<file path="src/rtl/nv_nvdla_car_rst_seq.sv">
// Partition reset sequencer: releases partition resets in ascending order, with a programmable
// gap and a per-step ack timeout, and tears them down in descending order.
module nv_nvdla_car_rst_seq #(
    parameter int NUM_PART = 4,
    parameter int GAP_W    = 8,
    parameter int TO_W     = 12,
    parameter int IDX_W    = 2
) (
    input  logic                i_clk,
    input  logic                i_rstn,
    input  logic                seq_en,
    input  logic [GAP_W-1:0]    cfg_gap,
    input  logic [TO_W-1:0]     cfg_timeout,
    input  logic [NUM_PART-1:0] part_ack_sync,
    output logic [NUM_PART-1:0] part_rstn_o,
    output logic                seq_busy,
    output logic                seq_done,
    output logic                seq_err,
    output logic [IDX_W-1:0]    err_part
);
    localparam logic [2:0] S_IDLE     = 3'd0;
    localparam logic [2:0] S_GAP      = 3'd1;
    localparam logic [2:0] S_REL_WAIT = 3'd2;
    localparam logic [2:0] S_UP       = 3'd3;
    localparam logic [2:0] S_DOWN     = 3'd4;
    localparam logic [2:0] S_ERR      = 3'd5;

    localparam logic [IDX_W-1:0] LAST_IDX = IDX_W'(NUM_PART - 1);

    logic [2:0]          state, state_nxt;
    logic [IDX_W-1:0]    idx, idx_nxt;
    logic [GAP_W-1:0]    gap_cnt, gap_cnt_nxt;
    logic [TO_W-1:0]     to_cnt, to_cnt_nxt;
    logic                to_en, to_en_nxt;
    logic [NUM_PART-1:0] rstn_nxt;
    logic                seq_err_nxt;
    logic [IDX_W-1:0]    err_part_nxt;
    logic                go_down;
    logic [IDX_W-1:0]    down_idx;
    logic                ack_cur;
    logic                to_expired;

    // Timeout is armed only when the value loaded at step start was non-zero.
    assign ack_cur    = part_ack_sync[idx];
    assign to_expired = to_en && (to_cnt == '0);

    // NOTE: every variable gets a default first, so no path through the case can infer a latch.
    always_comb begin
        state_nxt    = state;
        idx_nxt      = idx;
        gap_cnt_nxt  = gap_cnt;
        to_cnt_nxt   = to_cnt;
        to_en_nxt    = to_en;
        rstn_nxt     = part_rstn_o;
        seq_err_nxt  = seq_err;
        err_part_nxt = err_part;
        go_down      = 1'b0;
        down_idx     = idx;

        case (state)
            S_IDLE: begin
                if (seq_en) begin
                    state_nxt    = S_GAP;
                    idx_nxt      = '0;
                    gap_cnt_nxt  = cfg_gap;
                    seq_err_nxt  = 1'b0;
                    err_part_nxt = '0;
                end
            end
            S_GAP: begin
                if (!seq_en) begin
                    go_down = 1'b1;
                end else if (gap_cnt == '0) begin
                    state_nxt     = S_REL_WAIT;
                    rstn_nxt[idx] = 1'b1;
                    to_cnt_nxt    = cfg_timeout;
                    to_en_nxt     = |cfg_timeout;
                end else begin
                    gap_cnt_nxt = gap_cnt - GAP_W'(1);
                end
            end
            S_REL_WAIT: begin
                if (!seq_en) begin
                    go_down = 1'b1;
                end else if (ack_cur) begin
                    if (idx == LAST_IDX) begin
                        state_nxt = S_UP;
                    end else begin
                        state_nxt   = S_GAP;
                        idx_nxt     = idx + IDX_W'(1);
                        gap_cnt_nxt = cfg_gap;
                    end
                end else if (to_expired) begin
                    state_nxt    = S_ERR;
                    seq_err_nxt  = 1'b1;
                    err_part_nxt = idx;
                end else if (to_en) begin
                    to_cnt_nxt = to_cnt - TO_W'(1);
                end
            end
            S_UP, S_ERR: begin
                if (!seq_en) go_down = 1'b1;
            end
            S_DOWN: begin
                // seq_en is deliberately ignored here: teardown always runs to IDLE.
                if (!ack_cur) begin
                    if (idx == '0) begin
                        state_nxt = S_IDLE;
                    end else begin
                        go_down  = 1'b1;
                        down_idx = idx - IDX_W'(1);
                    end
                end else if (to_expired) begin
                    state_nxt    = S_ERR;
                    seq_err_nxt  = 1'b1;
                    err_part_nxt = idx;
                end else if (to_en) begin
                    to_cnt_nxt = to_cnt - TO_W'(1);
                end
            end
            default: state_nxt = S_IDLE;
        endcase

        // Every entry into DOWN asserts the reset of the step's partition and restarts its timeout.
        if (go_down) begin
            state_nxt          = S_DOWN;
            idx_nxt            = down_idx;
            rstn_nxt[down_idx] = 1'b0;
            to_cnt_nxt         = cfg_timeout;
            to_en_nxt          = |cfg_timeout;
        end
    end

    // NOTE: sequential state uses non-blocking assignments so all flops update together at the edge.
    always_ff @(posedge i_clk or negedge i_rstn) begin
        if (!i_rstn) begin
            state       <= S_IDLE;
            idx         <= '0;
            gap_cnt     <= '0;
            to_cnt      <= '0;
            to_en       <= 1'b0;
            part_rstn_o <= '0;
            seq_busy    <= 1'b0;
            seq_done    <= 1'b0;
            seq_err     <= 1'b0;
            err_part    <= '0;
        end else begin
            state       <= state_nxt;
            idx         <= idx_nxt;
            gap_cnt     <= gap_cnt_nxt;
            to_cnt      <= to_cnt_nxt;
            to_en       <= to_en_nxt;
            part_rstn_o <= rstn_nxt;
            seq_busy    <= (state_nxt == S_GAP) || (state_nxt == S_REL_WAIT) || (state_nxt == S_DOWN);
            seq_done    <= (state_nxt == S_UP);
            seq_err     <= seq_err_nxt;
            err_part    <= err_part_nxt;
        end
    end
endmodule

</file>
<file path="config.mk">
export PLATFORM = sky130hd
export DESIGN_NAME = nv_nvdla_car_rst_seq
export DESIGN_NICKNAME = d
export VERILOG_FILES = /design/src/rtl/nv_nvdla_car_rst_seq.sv
export SDC_FILE = /design/constraint.sdc
export NUM_CORES = 1
export LEC_CHECK = 0
export ABC_AREA = 1
export CORE_ASPECT_RATIO = 1.75
export CORE_MARGIN = 5
export CORE_UTILIZATION = 49
export DETAILED_ROUTE_END_ITERATION = 10
export MAX_ROUTING_LAYER = met4
export PLACE_DENSITY = 0.76
export RECOVER_POWER = 100
export SLEW_MARGIN = 20
export SYNTH_ARGS = -nofsm -noshare
export SYNTH_HDL_FRONTEND = slang
export SYNTH_SLANG_ARGS = --single-unit
</file>
<file path="constraint.sdc">
create_clock -name i_clk -period 1.7 [get_ports i_clk]
set_input_delay 0.255 -clock i_clk [delete_from_list [all_inputs] [get_ports i_clk]]
set_output_delay 0.255 -clock i_clk [all_outputs]
set_load 0.01 [all_outputs]
</file>
==> Word-level counts from Yosys, hierarchy flattened <==
Cells that the tools add are included.
{ "totals": {"regBits": 35, "in_bits": 27, "out_inout_bits": 9, "word_cells": 136} }
{ "op_classes": {"add_sub_neg": 4, "n_lt_le_gt_ge": 4, "eq_ne": 26, "n_mux": 65, "bitwise_logic": 3, "n_reduce_logical": 24} }
{ "ops": {"columns": ["operator", "n"], "rows": [
  ["two-way mux 12 bit", 8],
  ["two-way mux 8 bit", 6],
  ["case mux 12 bit (3 select lines)", 1],
  ["two-way mux 3 bit", 9],
  ["two-way mux 2 bit", 13],
  ["inequality test 3 bit (second input constant)", 8],
  ["case mux 8 bit (3 select lines)", 1],
  ["two-way mux 4 bit", 4],
  ["inequality test 2 bit (second input constant)", 8],
  ["two-way mux 1 bit", 15],
  ["case mux 3 bit (5 select lines)", 1],
  ["== test 3 x 2 -> 1 bit (second input constant)", 4],
  ["zero test 12 bit", 1],
  ["OR reduction 12 bit", 1],
  ["subtractor 12 x 1 -> 12 bit (second input constant)", 1],
  ["AND reduction 5 bit", 2],
  ["== test 3 bit (second input constant)", 3],
  ["nonzero test 3 bit", 3],
  ["zero test 8 bit", 1],
  ["subtractor 8 x 1 -> 8 bit (second input constant)", 1],
  ["AND reduction 7 bit", 1],
  ["== test 3 x 1 -> 1 bit (second input constant)", 2],
  ["< comparator 2 x 3 -> 1 bit (second input constant)", 2],
  ["case mux 2 bit (3 select lines)", 1],
  ["22 further kinds", 29]
]} }

==> Logic depth before layout (Yosys ltp) <==
Gate-level depths: netlist of run 1.
{ "logic_depth": {"word_depth": 11, "ltp_mapped": 14, "ltp_nobuf": 13} }

==> Worst setup path after synthesis of run 1 <==
No wires, ideal clock.
{ "synth_path": {"kind": "register to register", "startpoint": "register idx[0]", "endpoint": "register to_cnt[4]", "setup_time_ns": 0.117, "arrival_time_ns": 1.495, "required_ns": 1.583, "slack_ns": 0.087, "stages_incl_launch_ff": 15, "n_path_buf": 1, "synth_period_minus_slack_ns": 1.613, "path_cell_list": "dfrtp_1 > inv_2 > nand2_1 > nand3_1 > nand2_2 > inv_1 > nand2_2 > nand2_1 > inv_1 > nand4_1 > nand2_2 > inv_2 > buf_6 > nand2_1 > nand2_1"} }
{ "synth_between": {"elab_chain_cells": 6, "word_cells_on_any_way": 14, "cone_classes": "5 x eq/ne; 6 x mux; 3 x reduce/logical"} }
{ "synth_rtl": {"columns": ["item", "line_no", "text"], "rows": [
  ["start, declared", "31", "logic [IDX_W-1:0] idx, idx_nxt;"],
  ["start signal, assigned", "149", "idx <= idx_nxt;"],
  ["binary-select mux 1 bit (select 2 bit) / zero test 2 bit (equally long branches)", "44, 107", null],
  ["two-way mux 1 bit (on tied branches)", "44, 107", null],
  ["two-way mux 1 bit", "106", "if (!ack_cur) begin"],
  ["case mux 1 bit (2 select lines)", "60", "case (state)"],
  ["inequality test 3 bit (no source line) / nonzero test 4 bit (equally long branches)", null, null],
  ["AND reduction 6 bit (no source line)", null, null],
  ["end signal, assigned", "151", "to_cnt <= to_cnt_nxt;"],
  ["end, declared", "33", "logic [TO_W-1:0] to_cnt, to_cnt_nxt;"]
]} }
Several ways; a longest one is shown, not always the timed one. The select of a mux whose other input is x is not followed.
A chain may end at the register's enable or synchronous reset.

==> Worst setup path in the final report of run 1 <==
{ "layout_path": {"startpoint": "register state[1]", "endpoint": "register to_cnt[8]"} }
{ "layout_between": {"elab_chain_cells": 5, "word_cells_on_any_way": 16, "cone_classes": "10 x eq/ne; 3 x mux; 3 x reduce/logical"} }
{ "layout_rtl": {"columns": ["item", "line_no", "text"], "rows": [
  ["start, declared", "30", "logic [2:0] state, state_nxt;"],
  ["start signal, assigned", "148", "state <= state_nxt;"],
  ["== test 3 x 2 -> 1 bit (tied with other cells)", "60", null],
  ["OR reduction 4 bit (no source line)", null, null],
  ["case mux 1 bit (2 select lines)", "60", null],
  ["inequality test 3 bit (no source line) / nonzero test 4 bit (equally long branches)", null, null],
  ["AND reduction 6 bit (no source line)", null, null]
]} }
Several ways; a longest one is shown, not always the timed one.

==> out/results.txt, run 1 <==
status: finished, violations left
failing checks: setup timing
Hold Path Class: reg2reg
CTS buffer count: 5
CP top delay family: simple AND/OR/NAND/NOR gates
area added between synthesis and finish: 49.92%
area share of the largest cell type after synthesis: 35.26%
Iteration-0 DRC Markers: 124
CTS tree: built
ranking of synthesized cells by area: dfrtp_1 35%, nand2_1 17%, nand3_1 8.1%
max-slew violations: 0
Initial Util: 50.33%
number of global-route vias before repair: 2739
NetSw: 3.073 mW
layout net count: 502
Worst R2R Start: state[1]
worst hold path stage count: 2
Vias: 2759
top cell type by total area after synthesis: dfrtp_1
crit path buf inv count: 3
max cap viols: 0
Mapped Avg Cell Area: 6.804 um^2
Die Ht: 104.2 um
Worst Tran Pin Value: 0.8882 ns
P_leak: 1.941 nW
Worst Setup Slack, final: -0.06844 ns
global-route wire length before repair: 11.43 mm
slew margin rel.: 40.79%
worst-path fanout max: 5
Hold Path End: to_cnt[11]
CP Data Required Time: 1.93 ns
Clk pwr share: 10.7%
Vias/cell: 5.316
max incr delay on CP: 0.43 ns
layout cells sized above 1: 33.12%
Avg WL per Cell: 14.30 um
CTS root buf: clkbuf_8
clock sink count: 35
DP Area: 3247 um^2
Data arrival, critical path: 2.00 ns
register area share after synthesis: 35.26%
largest net degree at the start of global routing: 36
RSZ-0062 raised after global routing: true
final count of negative-setup-slack endpoints: 13
DP HPWL: 5.164 mm
reg-to-reg endpoint: to_cnt[8]
Cell Chain, Critical Path: buf_4 > nand2_4 > nor2_4 > buf_4 > o21ai_0 > nand4_1 > nand2_4 > clkbuf_16 > nand3_2 > nand2_1
core area: 4935 um^2
Worst R2R Setup Slack: -0.07 ns
commonest cells after routing, fill and taps aside: 99 x nand2_1, 54 x buf_4, 39 x inv_1
# rows: 34
CTS max path bufs: 2
CP startpoint: state[1]
n_diodes: 0
min Tclk post-route: 1.768 ns
dpl ws: -0.2239 ns
hold slack: 0.4803 ns
PwrDens: 1810 nW/um^2
I/O Pins: 36
final WL: 7.424 mm
Yosys reg bits: 35
share of power burned in registers: 21.1%
Max Fclk: 0.5655 GHz
Comb pwr share: 68.3%
hold buffers post-CTS: 0
slowest cell on the critical path: dfrtp_2
Ys Warns: 0
commonest non-fill, non-tap cell in the layout: nand2_1
R2R cell count: 10
final instance area: 3724 um^2
DR pass1 iterations: 4
Internal: 3.667 mW
VDD IR max: 1354 uV
initial antenna violation count: 0
mapped cell area: 2484 um^2
Global Route Usage Sum: 21.59%
GPL Wtd Cong: 0.9809
GRT Residual Overflow: 0
Clk pin slew, worst setup/hold paths: 0.07 ns
Cell variety after synth: 30
final hold vios: 0
hold path start: to_cnt[11]
die area: 6648 um^2
H-tree depth: 2
Post-Syn Nets: 402
DRC violations left: 0
buffers added on ports: 35
die width: 63.82 um
sw frac: 45.59%
fin crit share: 104.0%
ANT nets after route: 0
Critical Path Source Type: register
CP Capture Type: register
CP Class: reg2reg
Cells after Synth: 365
worst skew pair latency: 0.29 ns
worst clock skew: 0.005523 ns
how the worst max path moves through the flow:
stage,depth (start not counted),to
global route,12,to_cnt[8]
CTS,13,to_cnt[10]
floorplan,14,to_cnt[4]
detailed placement,12,gap_cnt[6]
global placement,12,gap_cnt[6]
finish,10,to_cnt[8]
power groups by stage:
stage,combinational [mW],clock [mW],sequential (mW)
after global routing,5.06,0.782,1.47
after floorplan,2.20,0,1.40
after global placement,3.57,0,1.39
after detailed placement,3.64,0,1.40
after CTS,3.67,0.731,1.40
final,4.60,0.719,1.42
per-stage QoR:
stage	total power [mW]	setup TNS [ns]	std cells	utilization (%)
2_1_floorplan	3.597	0	365	-
3_3_place_gp	4.954	-3.783	499	65.80
3_5_place_dp	5.043	-4.968	499	65.80
4_1_cts	5.796	-0.02421	506	68.08
5_1_grt	7.305	-2.797	519	75.46
6_report	6.740	-0.6346	519	75.46
synthesized netlist by cell type:
cell type and number:
nor2_4 2, buf_6 2, a21oi_1 9, o211ai_1 2, o22ai_1 4, inv_2 7
inv_1 49, nand2_2 6, o31ai_1 2, nand3_2 1, ha_1 10, a21boi_0 1
buf_4 4, xor2_1 4, nand3_1 40, a31oi_1 4, nor4_1 1, xnor2_1 3
or3_1 1, o21ai_0 15, or2_2 1, nor2_1 32, a21boi_4 1, nor3_1 4
nor2_2 6, dfrtp_1 35, o221ai_1 1, buf_2 1, nand4_1 5, nand2_1 112
routing by layer:
| layer | global-route usage (%) | wire length, um | up-vias |
|---|---|---|---|
| met5 | - | 0 | - |
| met4 | 13.67 | 449 | 0 |
| met3 | 4.108 | 267 | 37 |
| met2 | 38.71 | 4219 | 80 |
| met1 | 20.04 | 2487 | 1288 |
| li1 | - | - | 1354 |
worst min-delay path, cell delays in order (launching register included):
cell and delay (ns):
dfrtp_1 0.34, nand2_1 0.05, nand2_1 0.05
sequential cells by signal, indices dropped and copies added, names as in the netlist:
name / flops
seq_err: 1
err_part: 2
to_en: 1
gap_cnt: 8
state: 3
seq_busy: 1
part_rstn_o: 4
seq_done: 1
idx: 2
to_cnt: 12
final cells by class:
cell class / count / area (um^2)
fillers: 375 / 1211
clock buffers: 6 / 72.57
multi-input cells: 267 / 1560
clock inverters: 1 / 30.03
repair buffers: 100 / 895.9
inverters: 56 / 217.7
flip-flops and latches: 35 / 879.6
well taps: 54 / 67.56
kinds of logic after synthesis:
logic type	synth area share, %
AO/OA/AOI/OAI	9.470
XOR/XNOR	2.469
adder cells (fa/ha/maj)	5.038
buffers and inverters	10.78
flip-flops	35.26
AND/OR/NAND/NOR	36.98
repair_timing:
item                                    in CTS  in global routing
pin swaps                                    0                 34
cloned                                       0                  1
resized for setup                            5                 83
endpoints found under the setup margin       9                 33
setup buffers                                0                 12
endpoints found under the hold margin        0                  0
Power figures use the tool's default switching activity.
==> run 2: changes to the inputs <==
--- a/config.mk
+++ b/config.mk
@@ -10,10 +10,10 @@
 export CORE_MARGIN = 5
 export CORE_UTILIZATION = 49
 export DETAILED_ROUTE_END_ITERATION = 10
+export GPL_TIMING_DRIVEN = 0
 export MAX_ROUTING_LAYER = met4
 export PLACE_DENSITY = 0.76
 export RECOVER_POWER = 100
-export SLEW_MARGIN = 20
 export SYNTH_ARGS = -nofsm -noshare
 export SYNTH_HDL_FRONTEND = slang
 export SYNTH_SLANG_ARGS = --single-unit
==> run 2 against run 1 <==
The flow still finishes with violations (setup timing). Sequential cell count unchanged. Clock skew rose by 0.0019 ns. Worst setup slack gained 0.023 ns.
==> out/results.txt, run 2 (synthesis results as in run 1) <==
NetSw: 2.960 mW
slowest cell on the critical path: dfrtp_2
Comb pwr share: 63.1%
Vias/cell: 5.413
VDD IR max: 1349 uV
CP Data Required Time: 1.88 ns
CTS root buf: clkbuf_8
# rows: 34
Iteration-0 DRC Markers: 111
setup TNS: -0.1380 ns
initial antenna violation count: 0
CTS buffer count: 5
max cap viols: 0
share of power burned in registers: 24.1%
layout cells sized above 1: 27.85%
max-slew violations: 0
layout net count: 474
min Tclk post-route: 1.746 ns
busiest grt layer: met2
CTS tree: built
worst skew pair latency: 0.29 ns
Finished Layout Cells: 492
final hold vios: 0
Clk pwr share: 12.8%
Max Fclk: 0.5728 GHz
global-route wire length before repair: 11.45 mm
CP Class: reg2reg
worst-path fanout max: 5
Regs by FF count: to_cnt: 12 flops, gap_cnt: 8 flops, part_rstn_o: 4 flops
die width: 63.82 um
Initial Util: 50.33%
met1 Usage GRT: 19.35%
hold buffers post-CTS: 0
final WL: 7.428 mm
I/O Pins: 36
Data arrival, critical path: 1.93 ns
area added between synthesis and finish: 40.45%
GPL Wtd Cong: 0.8999
core area: 4935 um^2
commonest cells after routing, fill and taps aside: 98 x nand2_1, 38 x inv_1, 35 x nand3_1
final count of negative-setup-slack endpoints: 11
PwrDens: 1784 nW/um^2
clock sink count: 35
CP Capture Type: register
Worst Tran Pin Value: 0.9019 ns
met2 Usage GRT: 40.29%
Vias: 2663
GRT Residual Overflow: 0
commonest non-fill, non-tap cell in the layout: nand2_1
Critical Path Source Type: register
ANT nets after route: 0
worst clock skew: 0.007399 ns
Die Ht: 104.2 um
DRC violations left: 0
Internal: 3.263 mW
Cell Chain, Critical Path: nor2_2 > inv_2 > nor2_4 > inv_2 > nand2_4 > inv_4 > nand2_1 > nand4_1 > nand2_2 > inv_2 > buf_6 > nand2_1 > nand2_1
buffers added on ports: 35
fin crit share: 102.7%
failing checks: setup timing
RSZ-0062 raised after global routing: true
placed insts: 454
DR pass1 iterations: 4
met3 usage in global routing: 3.892%
sw frac: 47.57%
max reg flops: 12
CTS max path bufs: 2
P_leak: 1.746 nW
H-tree depth: 2
Avg WL per Cell: 15.10 um
largest reg by FF count: to_cnt
Clk pin slew, worst setup/hold paths: 0.07 ns
Worst Setup Slack, final: -0.04566 ns
die area: 6648 um^2
Hold Path Class: in2async
slew margin rel.: 39.87%
number of global-route vias before repair: 2643
max incr delay on CP: 0.44 ns
n_diodes: 0
status: finished, violations left
DP HPWL: 4.780 mm
largest net degree at the start of global routing: 36
Global Route Usage Sum: 21.54%
-- run 2: layer usage --
metal	up-vias	share of wire (%)
li1	1302	-
met1	1249	35
met2	83	57
met3	29	3.6
met4	0	4.5
met5	-	0
-- run 2: repair_timing --
action / in CTS / in global routing
setup buffers: 16 / 12
cloned: 0 / 2
setup endpoints to repair: 32 / 32
pin swaps: 5 / 15
resized for setup: 23 / 67
-- run 2: worst paths after layout --
kind                        startpoint           to  slack, ns  depth (start not counted)
setup / recovery              state[0]    to_cnt[2]      -0.05                         13
hold / removal                  i_rstn    to_cnt[3]       0.08                          1
setup reg to reg              state[0]    to_cnt[2]      -0.05                         13
hold reg to reg            err_part[1]  err_part[1]       0.49                          2
max in group asynchronous       i_rstn       idx[0]       1.00                          1
min in group i_clk         err_part[1]  err_part[1]       0.49                          2
-- run 2: worst max-delay path: cells and delay by family (launching register included) --
family        cells  cell delay, ns
flops             1            0.44
simple gates      8            0.80
buf+inv           5            0.42
-- run 2: final cells by class --
class                           instances  area, um^2
Buffer                                  7       72.57
Clock buffer                            6       82.58
Clock inverter                          2       35.03
Fill cell                             395        1446
Inverter                               56       217.7
Multi-Input combinational cell        267        1545
Sequential cell                        35       883.3
Tap cell                               54       67.56
Timing Repair Buffer                   65       584.3
-- run 2: power groups by stage --
stage	logic (mW)	registers, mW	clock network [mW]
floorplan	2.20	1.40	0
global route	4.34	1.55	0.852
global placement	2.77	1.47	0
detailed placement	2.81	1.48	0
finish	3.92	1.50	0.797
CTS	3.17	1.43	0.807
-- run 2: through the flow --
step	cell area [um^2]	hold WS (ns)	setup WS, ns	utilization [%]	power [mW]
2_1_floorplan	2484	-0.04059	0.08733	-	3.597
3_3_place_gp	2902	0.4621	-0.4658	58.80	4.234
3_5_place_dp	2897	0.3870	-0.3732	58.70	4.295
4_1_cts	3177	0.07248	0.002586	64.38	5.415
5_1_grt	3488	0.1411	-0.1579	70.69	6.744
6_report	3488	0.07625	-0.04566	70.69	6.223
